[config.mk]
export PLATFORM = sky130hd
export DESIGN_NAME = writeback_stage
export DESIGN_NICKNAME = d
export VERILOG_FILES = /design/src/rtl/writeback_stage.sv
export SDC_FILE = /design/constraint.sdc
export NUM_CORES = 1
export LEC_CHECK = 0
export CAP_MARGIN = 20
export CELL_PAD_IN_SITES_DETAIL_PLACEMENT = 0
export CELL_PAD_IN_SITES_GLOBAL_PLACEMENT = 1
export CORE_MARGIN = 5
export CORE_UTILIZATION = 35
export CTS_CLUSTER_SIZE = 10
export DETAILED_ROUTE_END_ITERATION = 6
export DONT_BUFFER_PORTS = 1
export GPL_TIMING_DRIVEN = 0
export PLACE_DENSITY_LB_ADDON = 0.05
export SYNTH_ARGS = -nofsm -noshare
export SYNTH_HDL_FRONTEND = slang
export SYNTH_SLANG_ARGS = --single-unit
[constraint.sdc]
create_clock -name clk -period 2.6 [get_ports clk]
set_clock_uncertainty 0.15 [all_clocks]
set_input_delay 0 -clock clk [delete_from_list [all_inputs] [get_ports clk]]
set_output_delay 0 -clock clk [all_outputs]
set_load 0.02 [all_outputs]
[src/rtl/writeback_stage.sv]
// Writeback stage: MEM/WB pipeline register, load-data extraction,
// register-file write port generation and a retired-instruction counter.
module writeback_stage #(
    parameter int LINK_REG = 31,
    parameter int CNT_W    = 32
) (
    input  logic             clk,
    input  logic             reset,
    input  logic             stall,
    input  logic             flush,
    input  logic             m_valid,
    input  logic             m_regwrite,
    input  logic             m_memtoreg,
    input  logic             m_link,
    input  logic [2:0]       m_ldtype,
    input  logic [4:0]       m_writereg,
    input  logic [31:0]      m_aluout,
    input  logic [31:0]      m_readdata,
    input  logic [31:0]      m_pcplus4,
    output logic             WE3,
    output logic [4:0]       A3,
    output logic [31:0]      WD3,
    output logic             w_valid,
    output logic [CNT_W-1:0] retired
);

    logic        w_regwrite;
    logic        w_memtoreg;
    logic        w_link;
    logic [2:0]  w_ldtype;
    logic [4:0]  w_writereg;
    logic [31:0] w_aluout;
    logic [31:0] w_readdata;
    logic [31:0] w_pcplus4;

    logic [7:0]  ld_byte;
    logic [15:0] ld_half;
    logic [31:0] load_val;

    // MEM/WB register: reset > flush > stall > capture.
    // A flush only kills valid and regwrite; the payload fields are don't-care
    // once the slot is invalid, so they simply hold.
    always_ff @(posedge clk) begin
        if (reset) begin
            w_valid    <= 1'b0;
            w_regwrite <= 1'b0;
            w_memtoreg <= 1'b0;
            w_link     <= 1'b0;
            w_ldtype   <= 3'd0;
            w_writereg <= 5'd0;
            w_aluout   <= 32'd0;
            w_readdata <= 32'd0;
            w_pcplus4  <= 32'd0;
        end else if (flush) begin
            w_valid    <= 1'b0;
            w_regwrite <= 1'b0;
        end else if (!stall) begin
            w_valid    <= m_valid;
            w_regwrite <= m_regwrite;
            w_memtoreg <= m_memtoreg;
            w_link     <= m_link;
            w_ldtype   <= m_ldtype;
            w_writereg <= m_writereg;
            w_aluout   <= m_aluout;
            w_readdata <= m_readdata;
            w_pcplus4  <= m_pcplus4;
        end
    end

    // Retire count: the WB instruction leaves the slot when it is not held,
    // or when a flush replaces it even while stalled.
    always_ff @(posedge clk) begin
        if (reset) begin
            retired <= '0;
        end else if (w_valid && (!stall || flush)) begin
            retired <= retired + CNT_W'(1);
        end
    end

    // Little-endian byte/halfword selection from the stored word.
    always_comb begin
        ld_byte = w_readdata[7:0];
        case (w_aluout[1:0])
            2'd0:    ld_byte = w_readdata[7:0];
            2'd1:    ld_byte = w_readdata[15:8];
            2'd2:    ld_byte = w_readdata[23:16];
            default: ld_byte = w_readdata[31:24];
        endcase
        ld_half = w_aluout[1] ? w_readdata[31:16] : w_readdata[15:0];
    end

    // Sign/zero extension by load type; unknown encodings behave as lw.
    always_comb begin
        load_val = w_readdata;
        case (w_ldtype)
            3'b001:  load_val = {{16{ld_half[15]}}, ld_half};
            3'b010:  load_val = {16'd0, ld_half};
            3'b011:  load_val = {{24{ld_byte[7]}}, ld_byte};
            3'b100:  load_val = {24'd0, ld_byte};
            default: load_val = w_readdata;
        endcase
    end

    // Register-file write port, driven purely from registered state.
    always_comb begin
        A3 = w_link ? 5'(LINK_REG) : w_writereg;
        if (w_link) begin
            WD3 = w_pcplus4 + 32'd4;
        end else if (w_memtoreg) begin
            WD3 = load_val;
        end else begin
            WD3 = w_aluout;
        end
        WE3 = w_valid && w_regwrite && (A3 != 5'd0);
    end

endmodule

==> run metrics, run 1 <==
initial DRC count approximately 440; placer congestion estimate between 0.8 and 0.9; largest net degree at the start of global routing 17; Max Fclk 386 MHz; Post-DP HPWL between 20000 and 25000 µm; Post-synth ARST share 0%; H-tree Lvls 4; Synth Flop Type dfxtp_1; clock period minus worst slack 2590 ps; number of global-route vias before repair ~7000; Filler Cell Count a little under 2000; slew at the pin with the worst max-slew slack 717 ps; # IOs around 180; grt ovf 0; commonest non-fill, non-tap cell in the layout nand2_1; nets 1171; CTS Root Cell clkbuf_16; Worst-path clk slew 70 ps; unrepaired setup endpoints after global routing yes; share of layout cells above drive strength 1 11.6%; Hold Fails Final Rpt 0; DR WL/cell between 20 and 25 µm; final period utilization 99.7%; CP Launch Type register; DIE AREA roughly 23000 µm²; I/O Buffers 0; CP startpoint w_ldtype[0]; overall power 5.41 mW; final setup vio count 0; Yosys Warn Count 0; post-CTS setup buffers 0; Hold Slack roughly 12 ps; All-Layer GR Usage 22.6%; routed wire length between 20000 and 30000 µm; vias 7079; Crit. End Element output pin; die width between 150 and 200 µm; worst-path maximum fanout 10; Remaining DRCs 0; FF-to-FF path depth 7; reg2reg end retired[26]; r2r setup slk approximately 370 ps; initial cell density of the core 35.4%; worst rel slew slack between 50% and 60%; hold path start flush; P_leak ~3.4 nW; dpl cell area roughly 7500 µm²; critical path class register to output pin; Syn-to-layout area delta 31.6%; max-slew violations 0; Worst-Skew Late Latency 420 ps; post-route ant nets 0; status finished clean; CTS max path bufs 2; syn nets roughly 1000; flop and latch count out of synthesis 140; crit path DAT ~2400 ps; Hold Path Class input port to register; EDFF count, synth 0; Critical Path RT approximately 2500 ps; Hold EP w_aluout[23]; most frequent cells in the layout nand2_1, dfxtp_1, a21oi_1; Distinct cells, synth 67; # rows 52; max cap viols 0; initial antenna violation count 1; Mapped Area about 7000 µm²; largest cells by area after synthesis dfxtp_1, nand2_1, a21oi_1; Min-Delay Path Depth 4; Syn Area/Cell 7.67 µm²; CTS Buf Count 17; drt first pass iters 5; Final Instance Area around 9400 µm²; maximum vdd drop 415 µV; CTS sink count 140; Die Y ~150 µm; vias per inst roughly 5.3; CTS tree yes; post-synthesis sequential area ratio 39.4%; cell area power density roughly 580 nW/µm²; Core ar. between 20000 and 25000 µm²; Cells after Synth between 900 and 1000; Synth top area share between 30 and 40%; largest area contributor in the netlist dfxtp_1; worst reg2reg path startpoint retired[0]; global-route wire length before repair a little over 40000 µm
[metal layers]
layer / part of all wire (%) / global-route usage, % / up-vias
li1: - / - / 3493
met1: 46 / 30.9 / 3348
met2: 46 / 36.1 / 203
met3: 5.5 / 5.08 / 35
met4: 2.1 / 6.28 / 0
met5: 0 / 0 / -
[through the flow]
step / std cells / setup WS (ps) / TNS [ps] / utilization (%)
after detailed placement: 1198 / -24.3 / -53.6 / 37.1
after floorplan: 928 / 642 / 0 / -
final: 1341 / 7.83 / 0 / 46.6
after global placement: 1198 / -53.8 / -109 / 37.1
after CTS: 1342 / -23.9 / -37.8 / 46.3
after global routing: 1341 / -93.5 / -173 / 46.6
[worst max-delay path by stage]
stage | endpoint
CTS | WD3[10]
detailed placement | WD3[8]
global placement | WD3[8]
floorplan | retired[23]
finish | WD3[4]
global route | WD3[4]
[critical path: stages (launching register included)]
cell       delay (ps)
dfxtp_1           370
buf_2             220
o21ai_1           320
o2bb2ai_2         280
o21ai_0           240
a221oi_2          580
[what timing repair did]
item                                    4_1_cts  5_1_grt
gates resized for setup                      31       14
endpoints found under the setup margin       24       18
hold endpoints to repair                    119        0
hold buffers                                112        0
[registers in the layout, summed over array words and instances (netlist names)]
signal / flops
retired: 32
w_aluout: 32
w_ldtype: 3
w_link: 1
w_memtoreg: 1
w_pcplus4: 32
w_readdata: 32
w_regwrite: 1
w_valid: 1
w_writereg: 5
[report_power, final]
part           internal [mW]  switching (mW)  total [mW]
Clock                   1.31            1.06        2.37
Sequential              2.22          0.0967        2.32
Combinational          0.289           0.432       0.721
Total                   3.82            1.59        5.41
[cell usage after synthesis (all sizes together) (3+ instances only)]
master / number
nand2: 249
dfxtp: 140
a21oi: 139
clkbuf: 45
nor2: 45
o21ai: 36
xor2: 31
nand3: 27
xnor2: 20
buf: 19
nand4: 19
o22ai: 18
and3: 15
mux2i: 11
nor4: 10
inv: 8
nor2b: 8
or2: 8
a221oi: 7
and4: 7
nor3: 7
or4: 5
a22o: 4
and2: 4
mux4: 4
nand4b: 4
a211o: 3
a22oi: 3
mux2: 3
o311ai: 3
or3: 3
[logic make-up after synthesis]
family / count (synthesis) / share of synthesized area, %
multiplexers: 18 / 3.29
AND/OR/NAND/NOR: 414 / 27.6
AO/OA/AOI/OAI: 230 / 18.6
flip-flops: 140 / 39.4
buffers and inverters: 73 / 4.59
XOR/XNOR: 51 / 6.27
adder cells (fa/ha/maj): 2 / 0.351
[final cells by class]
cell class	instances	area (µm²)	share of cell area, %
plain buffers	62	293	3.13
clock buffers	19	453	4.84
multi-input cells	715	4200	44.8
clock inverters	13	121	1.30
well taps	270	338	3.61
inverters	9	37.5	0.401
diodes	1	2.50	0.0267
repair buffers	112	1120	12.0
flip-flops and latches	140	2800	29.9
No activity file was read; power rests on OpenSTA's default activity.
==> run 2, diff against run 1 <==
--- a/config.mk
+++ b/config.mk
@@ -14,7 +14,7 @@
 export DETAILED_ROUTE_END_ITERATION = 6
 export DONT_BUFFER_PORTS = 1
 export GPL_TIMING_DRIVEN = 0
-export PLACE_DENSITY_LB_ADDON = 0.05
+export PLACE_DENSITY = 0.76
 export SYNTH_ARGS = -nofsm -noshare
 export SYNTH_HDL_FRONTEND = slang
 export SYNTH_SLANG_ARGS = --single-unit
==> run 2 against run 1 <==
  * Combinational power up 0.6%
  * Power grew 4.1%
  * First-iteration DRC count grew 28%
  * Worst setup slack better by 26 ps
  * Die area unchanged
  * Final cell count about the same
==> run metrics, run 2 (synthesized netlist as in run 1, its figures left out) <==
placer congestion estimate roughly 0.95; initial antenna violation count 0; Hold Slack just under 40 ps; worst rel slew slack 45.9%; CTS max path bufs 2; commonest non-fill, non-tap cell in the layout nand2_1; All-Layer GR Usage 21.3%; vias between 7000 and 8000; CP Launch Type register; final setup vio count 0; overall power ~5.6 mW; crit path DAT 2420 ps; vias per inst ~5.3; die width roughly 150 µm; share of layout cells above drive strength 1 between 10 and 15%; cell area power density around 600 nW/µm²; Core ar. roughly 20000 µm²; hold path start flush; worst-path maximum fanout 10; largest net degree at the start of global routing 20; unrepaired setup endpoints after global routing yes; P_leak 3.43 nW; Hold Path Class input port to register; post-route ant nets 0; # IOs approximately 180; placed cells roughly 1200; CTS Buf Count 17; max cap viols 0; global-route wire length before repair about 40000 µm; Critical Path RT between 2000 and 2500 ps; routed wire length 25600 µm; DR WL/cell 19.1 µm; clock period minus worst slack between 2000 and 3000 ps; r2r setup slk 390 ps; Post-DP HPWL slightly below 20000 µm; nets around 1200; Worst-path clk slew about 60 ps; # rows 52; status finished clean; CTS tree yes; DIE AREA 23300 µm²; CTS Root Cell clkbuf_16; most frequent cells in the layout nand2_1, dfxtp_1, a21oi_1; slew at the pin with the worst max-slew slack just over 800 ps; I/O Buffers 0; Filler Cell Count between 2000 and 2500; max-slew violations 0; initial DRC count between 500 and 600; Syn-to-layout area delta 32.5%; CP startpoint w_ldtype[1]; number of global-route vias before repair between 6000 and 7000; Max Fclk between 300 and 400 MHz; drt first pass iters 5; maximum vdd drop 441 µV; Hold Fails Final Rpt 0; Remaining DRCs 0; Crit. End Element output pin; final period utilization a little over nine tenths; grt ovf 0; Antenna diodes 0; Worst-Skew Late Latency ~430 ps; initial cell density of the core between 30% and 40%; Die Y approximately 150 µm; CTS sink count between 100 and 150; worst reg2reg path startpoint retired[0]; post-CTS setup buffers 0; critical path class register to output pin; Layout Cells excl Fill 1340; H-tree Lvls 4
## run 2: power breakdown
group	internal [mW]	leakage, nW	switching, mW
sequential	2.22	1.14	0.0935
clock	1.60	0.300	0.996
combinational	0.292	1.99	0.433
## run 2: stage by stage
| stage | setup TNS, ps | utilization (%) | instance area (µm²) | worst slack (ps) |
|---|---|---|---|---|
| after global routing | -20.4 | 46.9 | 9440 | -17.3 |
| after global placement | -103 | 37.1 | 7460 | -103 |
| after detailed placement | -68.9 | 37.1 | 7460 | -68.9 |
| after CTS | 0 | 46.6 | 9380 | 15.1 |
| after floorplan | 0 | - | 7120 | 642 |
| final | 0 | 46.9 | 9440 | 34.3 |
## run 2: final timing paths
check / cells past startpoint / end
worst max-delay path: 7 / WD3[11]
worst max register to register: 7 / retired[28]
worst min-delay path: 4 / w_pcplus4[2]
worst min register to register: 2 / w_aluout[3]
## run 2: cell type report
| class | instances | area (µm²) | area share, % |
|---|---|---|---|
| multi-input combinational | 715 | 4210 | 44.6 |
| sequential | 140 | 2800 | 29.7 |
| timing repair buffer | 112 | 1120 | 11.9 |
| clock buffer | 21 | 470 | 4.99 |
| tap | 270 | 338 | 3.58 |
| buffer | 62 | 295 | 3.13 |
| clock inverter | 11 | 158 | 1.67 |
| inverter | 9 | 37.5 | 0.398 |
## run 2: what timing repair did
action,4_1_cts,5_1_grt
pin swaps,1,1
setup endpoints to repair,24,23
resized for setup,30,16
hold buffers,112,0
hold endpoints to repair,120,0
## run 2: critical path: stages, from the launching register on
cell and delay [ps]:
dfxtp_1 390, buf_4 220, xor2_1 230, and3_1 180, clkbuf_4 210, mux2i_2 280
o21ai_0 150, a22o_2 320
## run 2: metal layers
metal | share of wire [%] | vias to the layer above | GRT usage, % | wire (µm)
met5 | 0 | - | 0 | 0
met4 | 2.3 | 0 | 6.87 | 587
met3 | 7.0 | 28 | 5.42 | 1790
met2 | 45 | 250 | 32.9 | 11400
met1 | 46 | 3299 | 29.3 | 11800
li1 | - | 3493 | - | -
==> run 3, diff against run 2 <==
--- a/config.mk
+++ b/config.mk
@@ -6,15 +6,14 @@
 export NUM_CORES = 1
 export LEC_CHECK = 0
 export CAP_MARGIN = 20
-export CELL_PAD_IN_SITES_DETAIL_PLACEMENT = 0
-export CELL_PAD_IN_SITES_GLOBAL_PLACEMENT = 1
 export CORE_MARGIN = 5
 export CORE_UTILIZATION = 35
 export CTS_CLUSTER_SIZE = 10
 export DETAILED_ROUTE_END_ITERATION = 6
 export DONT_BUFFER_PORTS = 1
 export GPL_TIMING_DRIVEN = 0
-export PLACE_DENSITY = 0.76
+export PLACE_DENSITY = 0.61
 export SYNTH_ARGS = -nofsm -noshare
 export SYNTH_HDL_FRONTEND = slang
 export SYNTH_SLANG_ARGS = --single-unit
+export TNS_END_PERCENT = 5
==> run 3 against run 2 <==
  * The run now ends with negative setup slack left
  * Critical path type unchanged
  * Sequential power hardly changed
  * Maximum frequency fell by 2.1%
  * Die area stayed put
  * Largest power group unchanged
==> run metrics, run 3 (synthesized netlist as in run 1, its figures left out) <==
status finished, violations left; failing checks negative setup slack; cell area power density ~610 nW/µm²; commonest non-fill, non-tap cell in the layout nand2_1; DR WL/cell ~19 µm; worst reg2reg path startpoint retired[0]; CTS Buf Count 17; Syn-to-layout area delta 31.7%; nets about 1200; Hold Fails Final Rpt 0; Post-DP HPWL about 19000 µm; overall power 5.70 mW; post-route ant nets 0; All-Layer GR Usage about a fifth; hold path start flush; DIE AREA roughly 23000 µm²; initial antenna violation count 0; vias 7165; grt ovf 0; dpl cell area around 7500 µm²; slew at the pin with the worst max-slew slack 704 ps; Antenna diodes 0; max cap viols 0; P_leak around 3.4 nW; global-route wire length before repair 39500 µm; Worst-Skew Late Latency around 430 ps; r2r setup slk ~370 ps; Hold EP w_pcplus4[2]; Crit. End Element output pin; reg2reg end retired[28]; CP Launch Type register; share of layout cells above drive strength 1 between 10% and 20%; CTS Root Cell clkbuf_16; Core ar. ~20000 µm²; Critical Path RT 2450 ps; I/O Buffers 0; initial DRC count 572; final setup vio count 2; critical path class register to output pin; worst-path maximum fanout 10; post-CTS setup buffers 0; Final Instance Area roughly 9400 µm²; routed wire length roughly 26000 µm; final worst slack -20.8 ps; Max Fclk 382 MHz; # IOs approximately 180; Min-Delay Path Depth 4; Hold Path Class input port to register; CTS sink count 140; worst rel slew slack a little over half; Worst-path clk slew about 60 ps; unrepaired setup endpoints after global routing yes; post-place setup slack around 42 ps; final period utilization 101%; most frequent cells in the layout nand2_1, dfxtp_1, a21oi_1; placer congestion estimate between 0.9 and 1; drt first pass iters 6; crit path DAT between 2000 and 2500 ps; max-slew violations 0; setup_tns -36.2 ps; number of global-route vias before repair 7052; largest net degree at the start of global routing 17; initial cell density of the core 35.4%; CTS tree yes; clock period minus worst slack approximately 2600 ps; Remaining DRCs 0; # rows 52; H-tree Lvls 4; vias per inst about 5.3; maximum vdd drop between 400 and 500 µV; Die Y around 150 µm; CTS max path bufs 2; die width approximately 150 µm; FF-to-FF path depth 7
run 3: timing repair:
action | CTS | global route
endpoints found under the setup margin | 19 | 21
hold buffers | 112 | 0
resized for setup | 24 | 7
endpoints found under the hold margin | 120 | 0
run 3: power breakdown:
part | internal (mW) | switching, mW | leakage, nW | total, mW
Combinational | 0.287 | 0.430 | 1.98 | 0.717
Clock | 1.66 | 1.01 | 0.312 | 2.67
Sequential | 2.22 | 0.0877 | 1.14 | 2.31
run 3: worst max path at each step:
stage / slack [ps] / cells after the start / start / end
6_report: -20 / 6 / w_ldtype[1] / WD3[4]
5_1_grt: -60 / 5 / w_ldtype[0] / WD3[4]
4_1_cts: 3 / 6 / w_pcplus4[2] / WD3[20]
3_5_place_dp: 40 / 5 / w_memtoreg / WD3[8]
3_3_place_gp: -50 / 5 / w_ldtype[1] / WD3[4]
2_1_floorplan: 640 / 5 / retired[13] / retired[23]
run 3: through the flow:
| stage | util [%] | hold WS [ps] | std cells |
|---|---|---|---|
| after floorplan | - | -70.7 | 928 |
| after global placement | 37.1 | -67.2 | 1198 |
| after detailed placement | 37.1 | -65.5 | 1198 |
| after CTS | 46.5 | 19.3 | 1342 |
| after global routing | 46.6 | 79.7 | 1342 |
| final | 46.6 | 11.3 | 1342 |
run 3: worst max-delay path, stage by stage, from the launching register on:
cell and delay, ps:
dfxtp_1 380, clkbuf_4 230, xor2_1 260, and3_1 180
buf_2 220, a221oi_1 140, a221oi_2 630
run 3: layout make-up:
class                           count  area [µm²]
Fill cell                        1976       10700
Multi-Input combinational cell    715        4140
Sequential cell                   140        2800
Timing Repair Buffer              112        1120
Clock buffer                       19         443
Tap cell                          270         338
Buffer                             64         300
Clock inverter                     13         200
Inverter                            9        33.8
run 3: routing by layer:
| metal | wire length (µm) | vias up | track usage, % |
|---|---|---|---|
| met5 | 0 | - | 0 |
| met4 | 886 | 0 | 8.15 |
| met3 | 1850 | 54 | 5.45 |
| met2 | 11600 | 295 | 34.0 |
| met1 | 11200 | 3338 | 27.9 |
| li1 | - | 3478 | - |
